File: config.mk
export PLATFORM = sky130hd
export DESIGN_NAME = pc_sequencer
export DESIGN_NICKNAME = d
export VERILOG_FILES = /design/src/rtl/nrisc_seq_pkg.sv /design/src/rtl/ret_stack.sv /design/src/rtl/pc_sequencer.sv
export SDC_FILE = /design/constraint.sdc
export NUM_CORES = 1
export LEC_CHECK = 0
export ABC_AREA = 1
export CAP_MARGIN = 0
export CORE_ASPECT_RATIO = 1.4
export CORE_MARGIN = 2
export CORE_UTILIZATION = 35
export DETAILED_ROUTE_END_ITERATION = 6
export PLACE_DENSITY = 0.68
export SLEW_MARGIN = 20
export SYNTH_ARGS = -nofsm -noshare
export SYNTH_HDL_FRONTEND = slang
export SYNTH_SLANG_ARGS = --single-unit
File: constraint.sdc
create_clock -name clock -period 2.5 [get_ports clock]
set_input_delay 0.375 -clock clock [delete_from_list [all_inputs] [get_ports clock]]
set_output_delay 0.375 -clock clock [all_outputs]
set_load 0.1 [all_outputs]
File: src/rtl/nrisc_seq_pkg.sv
// Shared definitions for the nRisc next-PC sequencer.
//   SEQ_*      : seq_op encodings (110/111 are decoded as NEXT)
//   seqStateE  : RUN/HALTED run state
//   ADDR_W_DEF : default address width, matches the PC register
package nrisc_seq_pkg;

    localparam int ADDR_W_DEF = 8;

    localparam logic [2:0] SEQ_NEXT   = 3'b000;
    localparam logic [2:0] SEQ_BRANCH = 3'b001;
    localparam logic [2:0] SEQ_JUMP   = 3'b010;
    localparam logic [2:0] SEQ_CALL   = 3'b011;
    localparam logic [2:0] SEQ_RET    = 3'b100;
    localparam logic [2:0] SEQ_HALT   = 3'b101;

    typedef enum logic {
        S_RUN     = 1'b0,
        S_HALTED  = 1'b1
    } seqStateE;

endpackage

File: src/rtl/ret_stack.sv
// Return-address LIFO.
//   clock : state updates on the falling edge (same edge as the PC register)
//   reset : synchronous active-high, empties the stack (entries are don't-care)
//   push  : write din at entry[depth], depth+1 (ignored when full)
//   pop   : depth-1 (ignored when empty)
//   top   : entry[depth-1], valid when !empty
//   depth : occupancy, 0..DEPTH
//   full / empty : occupancy flags
module ret_stack #(
    parameter  int DEPTH = 4,
    parameter  int W     = 8,
    localparam int DW    = $clog2(DEPTH) + 1
) (
    input  logic         clock,
    input  logic         reset,
    input  logic         push,
    input  logic         pop,
    input  logic [W-1:0] din,
    output logic [W-1:0] top,
    output logic [DW-1:0] depth,
    output logic         full,
    output logic         empty
);
    localparam int PW = $clog2(DEPTH);

    logic [W-1:0]  entries [DEPTH];
    logic [DW-1:0] count;
    logic [PW-1:0] wrIdx;
    logic [PW-1:0] rdIdx;

    // Index wraps harmlessly: wrIdx is only used when not full, rdIdx only when not empty.
    assign wrIdx = count[PW-1:0];
    assign rdIdx = wrIdx - PW'(1);

    assign full  = (count == DW'(DEPTH));
    assign empty = (count == '0);
    assign top   = entries[rdIdx];
    assign depth = count;

    always_ff @(negedge clock) begin
        if (reset) begin
            count <= '0;
        end else if (push && !full) begin
            entries[wrIdx] <= din;
            count          <= count + DW'(1);
        end else if (pop && !empty) begin
            count <= count - DW'(1);
        end
    end

endmodule

File: src/rtl/pc_sequencer.sv
// Next-PC generator for the nRisc monocycle core (write side of the PC register).
//   clock, reset : falling-edge state, synchronous active-high reset
//   PC_atual     : current PC from the PC register
//   seq_op       : NEXT/BRANCH/JUMP/CALL/RET/HALT
//   cond, offset : branch condition and signed displacement
//   target       : absolute JUMP/CALL destination
//   resume       : leave HALTED
//   proxPC, SinalEscPC : next PC and its write enable (combinational)
//   halted, stack_ovf, stack_unf, depth : status
// The PC register ignores reset, so the reset vector is forced through proxPC here.
module pc_sequencer
    import nrisc_seq_pkg::*;
#(
    parameter int              ADDR_W      = ADDR_W_DEF,
    parameter int              STACK_DEPTH = 4,
    parameter logic [ADDR_W-1:0] RESET_VEC = '0
) (
    input  logic                       clock,
    input  logic                       reset,
    input  logic [ADDR_W-1:0]          PC_atual,
    input  logic [2:0]                 seq_op,
    input  logic                       cond,
    input  logic [ADDR_W-1:0]          offset,
    input  logic [ADDR_W-1:0]          target,
    input  logic                       resume,
    output logic [ADDR_W-1:0]          proxPC,
    output logic                       SinalEscPC,
    output logic                       halted,
    output logic                       stack_ovf,
    output logic                       stack_unf,
    output logic [$clog2(STACK_DEPTH):0] depth
);
    seqStateE          state, stateNext;
    logic [ADDR_W-1:0] pcInc;
    logic [ADDR_W-1:0] stackTop;
    logic              doPush, doPop, setOvf, setUnf;
    logic              stackFull, stackEmpty;

    // Same-width add gives both the wrap and the sign extension of offset for free.
    assign pcInc = PC_atual + ADDR_W'(1);

    ret_stack #(
        .DEPTH (STACK_DEPTH),
        .W     (ADDR_W)
    ) uStack (
        .clock (clock),
        .reset (reset),
        .push  (doPush),
        .pop   (doPop),
        .din   (pcInc),
        .top   (stackTop),
        .depth (depth),
        .full  (stackFull),
        .empty (stackEmpty)
    );

    always_ff @(negedge clock) begin
        if (reset) state <= S_RUN;
        else       state <= stateNext;
    end

    always_ff @(negedge clock) begin
        if (reset) begin
            stack_ovf <= 1'b0;
            stack_unf <= 1'b0;
        end else begin
            if (setOvf) stack_ovf <= 1'b1;
            if (setUnf) stack_unf <= 1'b1;
        end
    end

    assign halted = (state == S_HALTED);

    always_comb begin
        proxPC     = pcInc;
        SinalEscPC = 1'b1;
        doPush     = 1'b0;
        doPop      = 1'b0;
        setOvf     = 1'b0;
        setUnf     = 1'b0;
        stateNext  = state;
        if (reset) begin
            proxPC = RESET_VEC;
        end else if (state == S_HALTED) begin
            proxPC     = PC_atual;
            SinalEscPC = 1'b0;
            if (resume) stateNext = S_RUN;
        end else begin
            case (seq_op)
                SEQ_BRANCH: if (cond) proxPC = pcInc + offset;
                SEQ_JUMP:   proxPC = target;
                SEQ_CALL: begin
                    if (!stackFull) begin
                        proxPC = target;
                        doPush = 1'b1;
                    end else begin
                        proxPC     = PC_atual;
                        SinalEscPC = 1'b0;
                        setOvf     = 1'b1;
                        stateNext  = S_HALTED;
                    end
                end
                SEQ_RET: begin
                    if (!stackEmpty) begin
                        proxPC = stackTop;
                        doPop  = 1'b1;
                    end else begin
                        proxPC     = PC_atual;
                        SinalEscPC = 1'b0;
                        setUnf     = 1'b1;
                        stateNext  = S_HALTED;
                    end
                end
                SEQ_HALT: begin
                    proxPC     = PC_atual;
                    SinalEscPC = 1'b0;
                    stateNext  = S_HALTED;
                end
                default: ;
            endcase
        end
    end

endmodule

* Yosys cells after proc, flatten, opt, wreduce, memory -nomap -nowiden *
Memories as Yosys holds them, arrays and structs flattened.
Index checks and enable logic that the tools add are counted.
Widths: inputs -> output; s select.

cells by class
  $add $sub $neg = 5
  multipliers = 0
  divide/modulo/power cells = 0
  magnitude comparators = 0
  eq/ne operators = 6
  shift operators = 0
  muxes and demuxes = 33
  bitwise gates (word level) = 0
  reduce and logical (&&, ||, !) cells = 6

operators by type and width
  cell                 number
  $mux 8               5
  $pmux 8 s5           1
  $mux 1               23
  $eq 3x3->1 const B   3
  $add 8x1->8 const B  1
  $add 8x8->8          1
  $eq 3x2->1 const B   2
  $mux 3               2
  $pmux 1 s3           2
  $add 3x1->3 const B  1
  $eq 3x1->1 const B   1
  $logic_not 3->1      1
  $sub 3x1->3 const B  1
  $logic_and 1x1->1    2
  $logic_not 1->1      2
  $reduce_bool 2->1    1
  $sub 2x1->2 const B  1

storage, ports and cells
  register bits = 6
  latch bits = 0
  RAM bits = 32
  ROM bits = 0
  input bits = 31
  output and inout port bits = 15
  memories kept = 1

memory list
  name            words  width  rd ports  clocked after memory_dff  write ports  line             text
  uStack.entries  4      8      1         0                         1            ret_stack.sv:26  logic [W-1:0] entries [DEPTH];

* Logic depth before layout (Yosys ltp) *
  word-level depth = 9
  gate-level depth with buffers = 20
  mapped depth without buffers = 20

* Hierarchy *
A second synthesis with hierarchy kept.

unflattened totals
  cells, all modules = 343
  area total of the unflattened synthesis = 2676.3 um^2

by module, submodules not included
  module        instances  cells an instance  area an instance (um^2)
  ret_stack     1          119                1495.2
  pc_sequencer  1          224                1181.1

==> impl_metrics.csv <==
group,metric,value,unit
run_status,status,"complete, but fails checks",
run_status,violations,"negative setup slack",
synth,seq_area_frac_synth,40.5,%
layout,area_growth,85.7,%
route,route.detailed.drc,0,
timing,finalHoldViolCount,0,
layout,nets,572,
global_routing,grt_pass1_vias,3292,
route,vias,3107,
timing,fin_skew,52.5,ps
setup_path,cp_data_required_time,2120,ps
global_routing,grt_use_total,23.3,%
clock_tree,cts_made_buffers,5,
floorplanning,boundaryPins,46,
clock_tree,cts_root_buf,"clkbuf_8",
place,hpwlAfterDp,6520,um
worst_hold_path,hp-class,"reg2reg",
layout,utilization,67.3,%
place,gp_congestion,0.995,
setup_path,arrival,3370,ps
worst_hold_path,min_to,"stack_ovf",
clock_tree,cts_tree,"built",
timing,tns,-15800,ps
setup_path,cpPeakStageDelay,370,ps
global_routing,grt_pass1_wl,14900,um
synth,synth_cell_types,34,
route,ant_nets,0,
route,wirelength,9920,um
place,io_buffers,45,
floorplanning,die_w,77.8,um
timing,setup_ws,-1240,ps
layout,insertedDiodeCount,0,
route,routedWlPerCell,16.0,um
floorplanning,initial_core_util,36.2,%
setup_path,critPathMaxFanout,8,
global_routing,grt_overflow,0,
layout,drive_above_1_share,45.0,%
setup_path,cp_cell_sequence,"inv_4 -> ha_4 -> inv_2 -> nor2_4 -> nor2_4 -> buf_12 -> buf_6 -> nand3_2 -> nand3_2 -> a21oi_2 -> nand2_1 -> nand2_2 -> nand2_8 -> buf_12",
clock_tree,cts_buffer_depth,2,
layout,multi_input_area,0.00180,mm2
power,p_leak,2.31,nW
timing,tightest_slew,350,ps
synth,synth_seq_cells,38,
layout,nFillCells,524,
route,drtIter0Drc,165,
global_routing,grt_max_degree,23,
setup_path,r2r-start,"uStack.depth[1]",
run,drv_cap,0,
floorplanning,core_area,0.00736,mm2
layout,register_area,0.00110,mm2
synth,yosysWarningCount,0,
setup_path,reg2reg_depth,13,
setup_path,reg2reg_slack,280,ps
synth,synthCells,342,
clock_tree,path_clk_slew,90,ps
timing,fin_hold_ws,504,ps
timing,finalSetupViolCount,55,
floorplanning,die_h,107,um
power,p_per_area,468,mW/mm2
floorplanning,rows,37,
clock_tree,clock-sinks,38,
timing,relSlewSlack,76.4,%
setup_path,reg2reg_to,"uStack.depth[2]",
timing,grt_setup_unrepaired,"yes",
global_routing,antenna_found_initial,0,
clock_tree,htree_levels,2,
synth,synthesis.area,0.00267,mm2
setup_path,path_class,"reg2out",
clock_tree,clock_latency,400,ps
synth,synth_fp_nets,389,
worst_hold_path,holdPathStages,2,
synth,synth_area_per_cell,7.80,um2
power,ir_worst_vdd,0.229,mV
route,vias_per_cell,5.00,
floorplanning,die_area,0.00835,mm2
setup_path,start_kind,"flop",
setup_path,cp-end-kind,"output port",
setup_path,crit_path_top_delay_cell,"dfxtp_4",
timing,report.final.slew_viol_count,0,
worst_hold_path,min_from,"stack_ovf",
route,firstDrtPassIters,4,
[cells in the mapped netlist (all sizes together)]
| library cell | n | area, um2 |
|---|---|---|
| a31oi | 1 | 6.26 |
| inv | 51 | 191 |
| edfxtp | 32 | 961 |
| o21ai | 20 | 104 |
| o32ai | 1 | 8.76 |
| o31ai | 1 | 7.51 |
| nand4 | 7 | 43.8 |
| and3 | 1 | 6.26 |
| o211ai | 2 | 15.0 |
| ha | 14 | 175 |
| o22ai | 6 | 37.5 |
| fa | 2 | 40.0 |
| nor2 | 27 | 144 |
| or2 | 2 | 12.5 |
| a21oi | 12 | 60.1 |
| xnor2 | 4 | 35.0 |
| clkbuf | 1 | 3.75 |
| nand3 | 42 | 220 |
| nand2 | 98 | 380 |
| dfxtp | 6 | 120 |
| nor3 | 2 | 20.0 |
| o21bai | 1 | 7.51 |
| buf | 6 | 43.8 |
| xor2 | 2 | 17.5 |
| and2 | 1 | 6.26 |
[cell usage in the layout (no fill, tap or decap), types with 3 or more instances in the layout]
master and instances:
o21ai_2 5, dfxtp_4 4, o21ai_1 6, nand2_1 75
a21oi_2 5, nand3_2 14, nor2_4 14, nand3_1 26
buf_12 23, nand4_1 7, inv_2 12, inv_1 71
clkdlybuf4s50_1 19, buf_4 76, nand2_2 12, clkbuf_8 5
xnor2_1 3, ha_1 12, o21ai_0 8, nand2_8 5
buf_6 20, a21oi_1 5, dlygate4sd2_1 3, nor2_1 11
buf_2 4, nand2_4 6, edfxtp_1 32, o22ai_1 4
inv_6 3, inv_4 3
[where the power goes]
| group | internal, mW | total, mW | switching (mW) |
|---|---|---|---|
| logic | 0.411 | 0.938 | 0.527 |
| clock network | 0.269 | 0.671 | 0.401 |
| registers | 0.703 | 0.711 | 0.00855 |
[cell families after synthesis]
| kind of cell | share of synthesized area [%] |
|---|---|
| and+or+nand+nor | 31.2 |
| buffers and inverters | 8.96 |
| AOI/OAI and AO/OA | 9.24 |
| DFF | 40.5 |
| adders and majority gates | 8.07 |
| xor gates and xnor gates | 1.97 |
[routing by layer]
metal	GRT usage [%]	part of all wire [%]
met3	3.36	3.5
met1	22.3	34
met4	16.5	6.4
met5	0	0
met2	44.6	56
[worst max path at each step]
stage | from | end | cells after the start
4_1_cts | uStack.depth[0] | proxPC[4] | 13
3_3_place_gp | seq_op[1] | uStack.depth[2] | 10
6_report | uStack.depth[1] | proxPC[7] | 14
2_1_floorplan | uStack.depth[0] | proxPC[0] | 11
3_5_place_dp | seq_op[1] | uStack.depth[2] | 10
5_1_grt | uStack.depth[1] | proxPC[7] | 14
[critical path: cells and delay by family, from the launching register on]
kind | cells | cell delay, ps
AND/OR/NAND/NOR | 7 | 560
buffers and inverters | 5 | 520
flip-flops | 1 | 370
adder cells (fa/ha/maj) | 1 | 140
AO/OA/AOI/OAI | 1 | 100
[through the flow]
step | instance area [um2] | cells | power (mW) | setup slack (ps)
6_report | 4950 | 622 | 2.32 | -1240
2_1_floorplan | 2940 | 342 | 1.29 | -1400
4_1_cts | 4810 | 616 | 2.26 | -1160
5_1_grt | 4950 | 622 | 2.45 | -1320
3_5_place_dp | 4240 | 556 | 1.63 | -1000
3_3_place_gp | 4240 | 556 | 1.62 | -923
[final cells by class]
class | instances | share of cell area [%]
clock buffers | 5 | 1.39
inverters | 50 | 4.19
multi-input cells | 246 | 36.2
flip-flops and latches | 38 | 22.2
repair buffers | 146 | 30.4
clock inverters | 40 | 3.11
well taps | 97 | 2.45
[state kept, by name (all words and copies together) (netlist names)]
name and cells:
uStack.entries 32, uStack.depth 3, halted 1, stack_ovf 1, stack_unf 1
[timing repair]
action,4_1_cts,5_1_grt
buffers inserted,18,8
pin swaps,30,27
hold buffers,0,0
setup endpoints to repair,79,55
resized for setup,103,25
(Power assumes the default switching activity.)
